$ cat src/rtl/multiplication_result_formatter.sv
// multiplication_result_formatter: sign-magnitude 128b product to two's complement 64b result, credit-gated result FIFO
// Optional MULT_FORMATTER_OUTPUT_REG_EN: negation and half-select split over two registered stages (latency 2).
module multiplication_result_formatter #(
    parameter int OPERAND_WIDTH_IN_BITS = 64,
    parameter int PRODUCT_WIDTH_IN_BITS = 128,
    parameter int RESULT_DEPTH          = 4
) (
    input  logic                             clk_in,
    input  logic                             reset_in,
    input  logic                             issue_valid_in,
    input  logic [1:0]                       issue_op_in,
    output logic                             issue_ready_out,
    input  logic                             product_valid_in,
    input  logic                             product_sign_bit_in,
    input  logic [PRODUCT_WIDTH_IN_BITS-1:0] product_in,
    output logic                             result_valid_out,
    input  logic                             result_ready_in,
    output logic [OPERAND_WIDTH_IN_BITS-1:0] result_out,
    output logic                             error_out
);
    localparam int OW = OPERAND_WIDTH_IN_BITS;
    localparam int PW = PRODUCT_WIDTH_IN_BITS;
    localparam int AW = $clog2(RESULT_DEPTH);
    localparam logic [AW:0] ONE = (AW+1)'(1);

    logic [AW:0]   credits;
    logic          issue_fire;
    logic          result_fire;
    logic [1:0]    tag_mem [RESULT_DEPTH];
    logic [AW:0]   tag_wr;
    logic [AW:0]   tag_rd;
    logic          tag_empty;
    logic          tag_pop;
    logic [1:0]    tag_head;
    logic          err_now;
    logic [PW-1:0] full;
    logic          buf_push;
    logic [OW-1:0] buf_data;
    logic [OW-1:0] res_mem [RESULT_DEPTH];
    logic [AW:0]   res_wr;
    logic [AW:0]   res_rd;
    logic          res_empty;

    assign issue_ready_out  = credits != '0;
    assign issue_fire       = issue_valid_in & issue_ready_out;
    assign result_fire      = result_valid_out & result_ready_in;
    assign tag_empty        = tag_wr == tag_rd;
    assign tag_pop          = product_valid_in & ~tag_empty;
    assign tag_head         = tag_mem[tag_rd[AW-1:0]];
    assign err_now          = product_valid_in & (tag_empty | (tag_head == 2'b11 & product_sign_bit_in));
    assign full             = product_sign_bit_in ? ~product_in + PW'(1) : product_in;
    assign res_empty        = res_wr == res_rd;
    assign result_valid_out = ~res_empty;
    assign result_out       = res_empty ? '0 : res_mem[res_rd[AW-1:0]];

    // credit counter: one credit per op in flight anywhere between issue and consumer
    always_ff @(posedge clk_in) begin
        if (reset_in) credits <= (AW+1)'(RESULT_DEPTH);
        else credits <= credits - (issue_fire ? ONE : '0) + (result_fire ? ONE : '0);
    end

    // op tag FIFO: pushed at issue, popped as each product returns
    always_ff @(posedge clk_in) begin
        if (reset_in) begin
            tag_wr <= '0;
            tag_rd <= '0;
        end else begin
            if (issue_fire) begin
                tag_mem[tag_wr[AW-1:0]] <= issue_op_in;
                tag_wr <= tag_wr + ONE;
            end
            if (tag_pop) tag_rd <= tag_rd + ONE;
        end
    end

    // sticky protocol error: orphan product or MULHU with a negative product
    always_ff @(posedge clk_in) begin
        if (reset_in) error_out <= 1'b0;
        else if (err_now) error_out <= 1'b1;
    end

`ifdef MULT_FORMATTER_OUTPUT_REG_EN
    logic          s1_valid;
    logic [PW-1:0] s1_full;
    logic [1:0]    s1_op;

    // stage 1 holds the negated product and its tag; the half select happens on the way into the buffer
    always_ff @(posedge clk_in) begin
        if (reset_in) begin
            s1_valid <= 1'b0;
        end else begin
            s1_valid <= tag_pop;
            s1_full  <= full;
            s1_op    <= tag_head;
        end
    end

    assign buf_push = s1_valid;
    assign buf_data = s1_op == 2'b00 ? s1_full[OW-1:0] : s1_full[PW-1:OW];
`else
    assign buf_push = tag_pop;
    assign buf_data = tag_head == 2'b00 ? full[OW-1:0] : full[PW-1:OW];
`endif

    // result buffer: circular FIFO with an extra pointer bit telling full from empty
    always_ff @(posedge clk_in) begin
        if (reset_in) begin
            res_wr <= '0;
            res_rd <= '0;
        end else begin
            if (buf_push) begin
                res_mem[res_wr[AW-1:0]] <= buf_data;
                res_wr <= res_wr + ONE;
            end
            if (result_fire) res_rd <= res_rd + ONE;
        end
    end
endmodule
$ cat config.mk
export PLATFORM = sky130hd
export DESIGN_NAME = multiplication_result_formatter
export DESIGN_NICKNAME = d
export VERILOG_FILES = /design/src/rtl/multiplication_result_formatter.sv
export SDC_FILE = /design/constraint.sdc
export NUM_CORES = 1
export LEC_CHECK = 0
export ABC_AREA = 1
export CAP_MARGIN = 25
export CORE_AREA = 2 2 175 177
export DETAILED_ROUTE_END_ITERATION = 8
export DIE_AREA = 0 0 177 179
export PLACE_DENSITY = 0.81
export SYNTH_ARGS = -nofsm -noshare
export SYNTH_HDL_FRONTEND = slang
export SYNTH_SLANG_ARGS = --single-unit
$ cat constraint.sdc
create_clock -name clk_in -period 6 [get_ports clk_in]
set_clock_uncertainty 0.1 [all_clocks]
set_input_delay 0.9 -clock clk_in [delete_from_list [all_inputs] [get_ports clk_in]]
set_output_delay 0.9 -clock clk_in [all_outputs]
set_load 0.03 [all_outputs]
# After elaboration in Yosys (flattened, before gate mapping)
# Memory sizes are Yosys's and may differ from the RTL's. A register that Yosys moved wholly into a read port is not among the register bits.
# Index checks and enable logic that the tools add are counted.
# classes
div	0
muxes	15
shift	0
n_mul	0
n_bitwise	9
addsub	7
n_reduce_logical	2
magnitude_cmp	0
eq_ne	3
# ops
op	n
adder 128 x 1 -> 128 bit, second input constant	1
two-way mux 128 bit	1
two-way mux 64 bit	2
NOT 128 bit	1
adder 3 x 1 -> 3 bit, second input constant	4
two-way mux 1 bit	8
two-way mux 2 bit	4
equality test 3 bit	2
AND 1 bit	5
adder 3 x 1 -> 3 bit	1
nonzero test 3 bit	1
subtractor 3 x 1 -> 3 bit	1
equality test 2 bit, second input constant	1
logical NOT 2 bit	1
NOT 1 bit	2
OR 1 bit	1
# word_totals
latchBits	0
mem_bits_rw	264
memories	2
in_bits	136
register_bits	16
mem_bits_ro	0
output_inout_bits	67
# mem_list
name	words	word_bits	rd	rd_clocked_by_memory_dff	write_ports	line	source
res_mem	4	64	1	1	1	39	logic [OW-1:0] res_mem [RESULT_DEPTH];
tag_mem	4	2	1	1	1	29	logic [1:0] tag_mem [RESULT_DEPTH];

# Logic depth before layout (Yosys ltp)
# Gate-level depths: netlist of run 1.
# depth
depth_word	6
mapped_depth	13
depth_no_buf	13

# Worst setup path before layout of run 1
# OpenSTA, ideal clock, no wires.
# synth_path
kind	input port to flip-flop
startpoint	input product_valid_in
endpoint	memory res_mem[0][0] in the netlist's numbering, enable pin
arrival_ps	3976
setup_ps	486
t_required_ps	5414
path_slack_ps	1438
cell_stages	4
cell_sequence	nand2_1 -> inv_1 -> nand2_1 -> nor2_1
# synth_between
elab_chain_cells	4
# synth_rtl
item	line	source
start: declaration	13	input logic product_valid_in,
AND 1 bit	48	assign tag_pop = product_valid_in & ~tag_empty;
two-way mux 1 bit	111	if (buf_push) begin
two-way mux 1 bit	107	if (reset_in) begin
two-way mux 1 bit (implied by the code)	112	res_mem[res_wr[AW-1:0]] <= buf_data;
end: declaration	39	
# Every way passes these cells.

==> reports/results.tsv, run 1 <==
stage	metric	value	unit
grt	grt_max_degree	129	
die	core-area	30030	sq um
placement	portBuffers	202	
detailed_routing	wirelength	60330	um
grt	grt_overflow	0	
die	ios	203	
synthesis	synth_compound_area_frac	0.1011	
clocking	postCtsSetupRepairBufs	0	
layout	fin_nets	2522	
power	pwr_density_cell	448.9	nW/um^2
detailed_routing	wl_per_cell	21.64	um
timing	rsz0062_at_grt	false	
timing	finalMaxSlewViolations	0	
timing	hold_viol	0	
synthesis	async_flop_share	0	
clocking	clkSinkCount	284	
layout	fillers	2502	
setup_path	cp-start-kind	flop	
power	power.total	8.964	mW
synthesis	synth_top_family_by_area	simple AND/OR/NAND/NOR gates	
timing	fmax	0.2397	GHz
timing	fin_crit	4.171	ns
layout	diodes	0	
synthesis	synth_cells	2208	
detailed_routing	wl_met3	5555	um
setup_path	crit_buf_inv	3	
grt	grt_pass1_vias	15144	
setup_path	endpoint_kind	output port	
die	die_w	177	um
synthesis	ys_seq_area_frac	0.4955	
timing	finalSetupTns	0	ns
run	drv_cap	0	
run_status	status	complete, no violations	
hold_path	min_from	res_rd[2]	
setup_path	crit_required	5.00	ns
placement	hpwl	45570	um
die	initial_core_util	0.5597	
detailed_routing	drc	0	
die	die_h	179	um
clocking	numCtsBuffers	27	
clocking	cts_hold_repair.buffers	0	
clocking	h-tree-depth	1	
synthesis	synth_adder_area_share	0.01087	
detailed_routing	first_pass_iters	7	
synthesis	synthXorXnorAreaFrac	0.005211	
placement	gp_congestion	1.070	
detailed_routing	dr_total_vias	16501	
detailed_routing	top_layer	met5	
timing	setup_viol	0	
clocking	cts_tree	built	
setup_path	critPathSlowestCell	clkdlybuf4s50_1	
grt	antenna_found_initial	2	
timing	slew-limit-headroom	0.3364	
die	die-area	31680	sq um
hold_path	worstHoldPathType	flop to flop	
layout	drive_gt1_frac	0.04264	
detailed_routing	final_antenna_net_count	0	
setup_path	arrival	3.17	ns
detailed_routing	vias_per_cell	5.919	
die	rows	64	
clocking	clk_pin_slew	0.06	ns
clocking	clockRootBuffer	clkbuf_16	
setup_path	worstSetupPathType	flop to output port	
power	leakagePower	7.375	nW
synthesis	syn-num-nets	2358	
synthesis	synth_seq_cells	284	
power	peakVddDrop	0.001114	V
timing	min_period_over_period	0.6952	
synthesis	synth-simple-area-share	0.3358	
setup_path	max_stage_delay	0.72	ns
synthesis	muxShareOfSynthArea	0	
setup_path	cp_max_fo	72	
detailed_routing	routedLengthMet1	24000	um
synthesis	syn_area	16810	sq um
synthesis	ys_warn_count	0	
detailed_routing	route.met2.wl	28980	um
synthesis	ys_types	40	
grt	grt_pass1_wl	87620	um
setup_path	path_cells	inv_2 > buf_12 > o21ai_0 > a21oi_1 > clkdlybuf4s50_1	
layout	area_delta_synth_final	18.81	%
detailed_routing	dr.first_iter.drc_count	1942	
clocking	cts.repair.resized	0	
grt	track_usage	0.3728	
clocking	clk_latency	0.56	ns
synthesis	synth_edf_count	264	
timing	worstMarginPinSlew	0.9953	ns
clocking	cts_buffer_depth	3	
setup_path	crit_family	buffers and inverters	
synthesis	syn_area_per_cell	7.611	sq um
synthesis	synth-main-ff-cell	edfxtp_1	
layout by cell type (no fill, tap or decap), types with 3 or more instances in the layout:
| master | count |
|---|---|
| o21ai_1 | 9 |
| nand2_1 | 477 |
| nand3_1 | 225 |
| nor2_4 | 13 |
| nand4_1 | 8 |
| clkbuf_1 | 5 |
| nor2_2 | 6 |
| or2_2 | 3 |
| clkbuf_16 | 27 |
| buf_4 | 12 |
| o211ai_1 | 3 |
| edfxtp_1 | 264 |
| nand3b_1 | 20 |
| clkinv_1 | 6 |
| buf_12 | 3 |
| nor2_1 | 571 |
| inv_1 | 134 |
| clkdlybuf4s50_1 | 201 |
| xor2_1 | 3 |
| a21oi_1 | 117 |
| xnor2_1 | 7 |
| ha_1 | 13 |
| inv_2 | 4 |
| nand2_2 | 15 |
| clkinv_2 | 6 |
| o21bai_1 | 6 |
| dfxtp_1 | 18 |
| o21ai_0 | 192 |
path summary, 6_finish.rpt:
| kind | end | slack, ns | cells past startpoint |
|---|---|---|---|
| min reg2reg | res_rd[2] | 0.37 | 2 |
| max reg2reg | res_mem[2][9] | 2.70 | 7 |
| max | result_out[37] | 1.83 | 5 |
| min | res_rd[2] | 0.37 | 2 |
area by class of cell:
class	instances	area [sq um]	share of cell area
well taps	396	495.5	0.02482
clock buffers	33	708.2	0.03547
clock inverters	16	106.4	0.005326
inverters	138	518.0	0.02594
flip-flops and latches	284	8333	0.4173
repair buffers	216	2162	0.1083
multi-input cells	1705	7644	0.3828
stage by stage:
step	std cells	worst slack, ns	util	hold WS (ns)	instance area [sq um]
detailed placement	2739	2.040	0.6378	0.3646	19150
global placement	2739	2.112	0.6378	0.3555	19150
CTS	2788	1.824	0.6649	0.3734	19970
finish	2788	1.829	0.6649	0.3709	19970
floorplan	2208	1.438	-	0.3431	16810
global route	2788	1.681	0.6649	0.4034	19970
worst reg2reg max path: stages, from the launching register on:
cell	delay, ns
dfxtp_1	0.38
inv_1	0.09
o21ai_0	0.15
o22a_1	0.20
nand2_2	0.45
inv_2	0.90
nand2_1	0.10
o21ai_0	0.60
power breakdown:
| part | internal, mW | switching (mW) |
|---|---|---|
| Clock | 0.878 | 0.710 |
| Combinational | 1.49 | 3.16 |
| Sequential | 2.62 | 0.105 |
synth_stat cells, types with 13 or more instances:
cell type    n  area (sq um)
a21oi_1    117         585.6
buf_1       28         105.1
clkbuf_1    40         150.1
dfxtp_1     20         400.4
edfxtp_1   264          7928
ha_1        13         162.7
inv_1      135         506.7
nand2_1    477          1790
nand2_2     15         93.84
nand3_1    225          1126
nand3b_1    20         150.1
nor2_1     575          2158
o21ai_0    192         960.9
state kept, by name, summed over array words and instances, names as in the netlist, named ones only:
register / count
tag_wr: 3
error_out: 1
tag_mem: 8
res_rd: 3
res_wr: 3
credits: 3
tag_rd: 3
res_mem: 256
layer usage:
metal	up-vias	global-route usage
li1	7683	-
met1	7788	0.5000
met5	-	0
met4	2	0.1133
met2	909	0.6308
met3	119	0.05131
logic make-up (layout without fill, tap and decap cells):
group	count (synthesis)	count (layout)
DFF	284	284
adders and majority gates	14	14
and+or+nand+nor	1349	1349
AOI/OAI and AO/OA	332	332
buffers and inverters	219	403
xor gates and xnor gates	10	10
No activity file was read; power rests on OpenSTA's default activity.
==> run 2: changes to the inputs <==
--- a/config.mk
+++ b/config.mk
@@ -7,10 +7,10 @@
 export LEC_CHECK = 0
 export ABC_AREA = 1
 export CAP_MARGIN = 25
-export CORE_AREA = 2 2 175 177
+export CORE_AREA = 2 2 185 187
 export DETAILED_ROUTE_END_ITERATION = 8
-export DIE_AREA = 0 0 177 179
-export PLACE_DENSITY = 0.81
+export DIE_AREA = 0 0 187 189
+export PLACE_DENSITY = 0.76
 export SYNTH_ARGS = -nofsm -noshare
 export SYNTH_HDL_FRONTEND = slang
 export SYNTH_SLANG_ARGS = --single-unit
==> constraint.sdc (replaced) <==
create_clock -name clk_in -period 3.55 [get_ports clk_in]
set_clock_uncertainty 0.1 [all_clocks]
set_input_delay 0.5325 -clock clk_in [delete_from_list [all_inputs] [get_ports clk_in]]
set_output_delay 0.5325 -clock clk_in [all_outputs]
set_load 0.03 [all_outputs]
==> run 2 against run 1 <==
Flip-flop and latch count did not move. Non-clock buffer count rose by 46. Wire length rose by 7.7%. Register-to-register slack got worse by 1.8 ns. Sequential power rose by 69%. Critical path depth rose by 1. Largest cell class unchanged. Design area rose by 2.8%.
==> reports/results.tsv, run 2 (synthesized netlist as in run 1, its figures left out) <==
stage	metric	value	unit
timing	worstMarginPinSlew	0.7270	ns
power	pwr-share-clk	0.177	
grt	grt_pass1_vias	15959	
timing	fin_crit	3.484	ns
setup_path	crit_family	buffers and inverters	
die	initial_core_util	0.5050	
timing	rsz0062_at_grt	false	
detailed_routing	vias_per_cell	5.781	
timing	finalMaxSlewViolations	0	
die	die_w	187	um
detailed_routing	top_layer	met5	
die	die_h	189	um
die	rows	67	
power	power_frac_comb	0.530	
timing	hold_viol	0	
detailed_routing	wirelength	64960	um
timing	min_period_over_period	0.9815	
power	leakagePower	7.692	nW
clocking	numCtsBuffers	27	
grt	track_usage	0.3621	
detailed_routing	wl_met3	5963	um
clocking	cts_buffer_depth	3	
layout	post-route-util	0.6168	
setup_path	path_cells	buf_4 > nor2_1 > nor2_1 > o21ai_0 > a21oi_1 > clkdlybuf4s50_1	
grt	grt_overflow	0	
timing	setup_viol	0	
setup_path	cp-start-kind	flop	
timing	finalSetupTns	0	ns
power	pwr_density_cell	768.5	nW/um^2
setup_path	endpoint_kind	output port	
run	drv_cap	0	
timing	slew-limit-headroom	0.5102	
setup_path	critPathSlowestCell	clkdlybuf4s50_1	
setup_path	arrival	2.85	ns
detailed_routing	dr_total_vias	16691	
grt	grt_pass1_wl	95810	um
clocking	h-tree-depth	1	
layout	largest_register_ffs	256	
clocking	clockRootBuffer	clkbuf_16	
power	p_sw_frac	0.4435	
placement	hpwl	50140	um
die	ios	203	
setup_path	crit_required	2.92	ns
placement	gp_congestion	1.095	
detailed_routing	first_pass_iters	8	
die	die-area	35340	sq um
setup_path	max_stage_delay	0.74	ns
setup_path	cp_max_fo	21	
clocking	clk_pin_slew	0.06	ns
setup_path	cp_common_cell	nor2_1	
detailed_routing	drc	0	
layout	final_cell_mix	nor2_1, nand2_1, edfxtp_1	
placement	portBuffers	202	
layout	area_delta_synth_final	22.15	%
detailed_routing	final_antenna_net_count	0	
clocking	cts_tree	built	
detailed_routing	route.met2.wl	29510	um
detailed_routing	dr.first_iter.drc_count	1814	
power	p_int	8.779	mW
detailed_routing	routedLengthMet1	26820	um
clocking	clkSinkCount	284	
layout	drive_gt1_frac	0.06112	
power	p_switching	6.997	mW
layout	fin_nets	2568	
grt	antenna_found_initial	2	
setup_path	crit_buf_inv	2	
run_status	status	complete, no violations	
die	core-area	33280	sq um
hold_path	worstHoldPathType	flop to flop	
power	pwr-share-seq	0.293	
layout	final_common_cell	nor2_1	
clocking	clk_latency	0.54	ns
power	peakVddDrop	0.0007962	V
timing	fmax	0.2870	GHz
detailed_routing	wl_per_cell	22.50	um
setup_path	worstSetupPathType	flop to output port	
grt	grt_max_degree	65	
-- run 2: layer usage --
layer	up-vias	GRT usage
li1	7765	-
met1	7884	0.5001
met2	909	0.5878
met3	129	0.04801
met4	4	0.1319
met5	-	0
-- run 2: path summary, 6_finish.rpt --
check / start / endpoint / slack, ns / cells after the start
max: flop / result_out[54] / 0.07 / 6
min: tag_rd[2] / tag_rd[2] / 0.38 / 2
max reg2reg: flop / res_mem[3][1] / 0.93 / 6
min reg2reg: tag_rd[2] / tag_rd[2] / 0.38 / 2
-- run 2: cell type report --
| cell class | count | area [sq um] |
|---|---|---|
| inverter | 138 | 518.0 |
| timing repair buffer | 262 | 2623 |
| multi-input combinational | 1705 | 7644 |
| fill | 2873 | 12750 |
| clock buffer | 33 | 708.2 |
| sequential | 284 | 8333 |
| clock inverter | 16 | 140.1 |
| tap | 448 | 560.5 |
| antenna | 1 | 2.502 |
-- run 2: power groups by stage --
stage | clock [mW] | sequential, mW | combinational (mW)
floorplan | 0 | 4.60 | 4.75
global placement | 0 | 4.68 | 8.06
detailed placement | 0 | 4.69 | 8.23
CTS | 2.82 | 4.63 | 8.28
global route | 2.92 | 4.64 | 8.92
finish | 2.79 | 4.62 | 8.36
-- run 2: what timing repair did --
action	in CTS	in global routing
resized for setup	0	3
setup endpoints to repair	0	20
setup buffers	0	1
hold buffers	0	0
-- run 2: through the flow --
step	power (mW)	setup slack (ns)	hold slack (ns)	area [sq um]	cells
after floorplan	9.356	-0.6656	0.3431	16810	2208
after global placement	12.74	0.1675	0.3573	19640	2836
after detailed placement	12.92	0.1126	0.3726	19640	2836
after CTS	15.72	0.04213	0.3846	20490	2885
after global routing	16.48	0.002181	0.4094	20530	2886
final	15.78	0.06567	0.3804	20530	2887
-- run 2: worst min-delay path, stage by stage (launching register included) --
cell and delay [ns]:
dfxtp_1 0.33, inv_1 0.06, a21oi_1 0.05
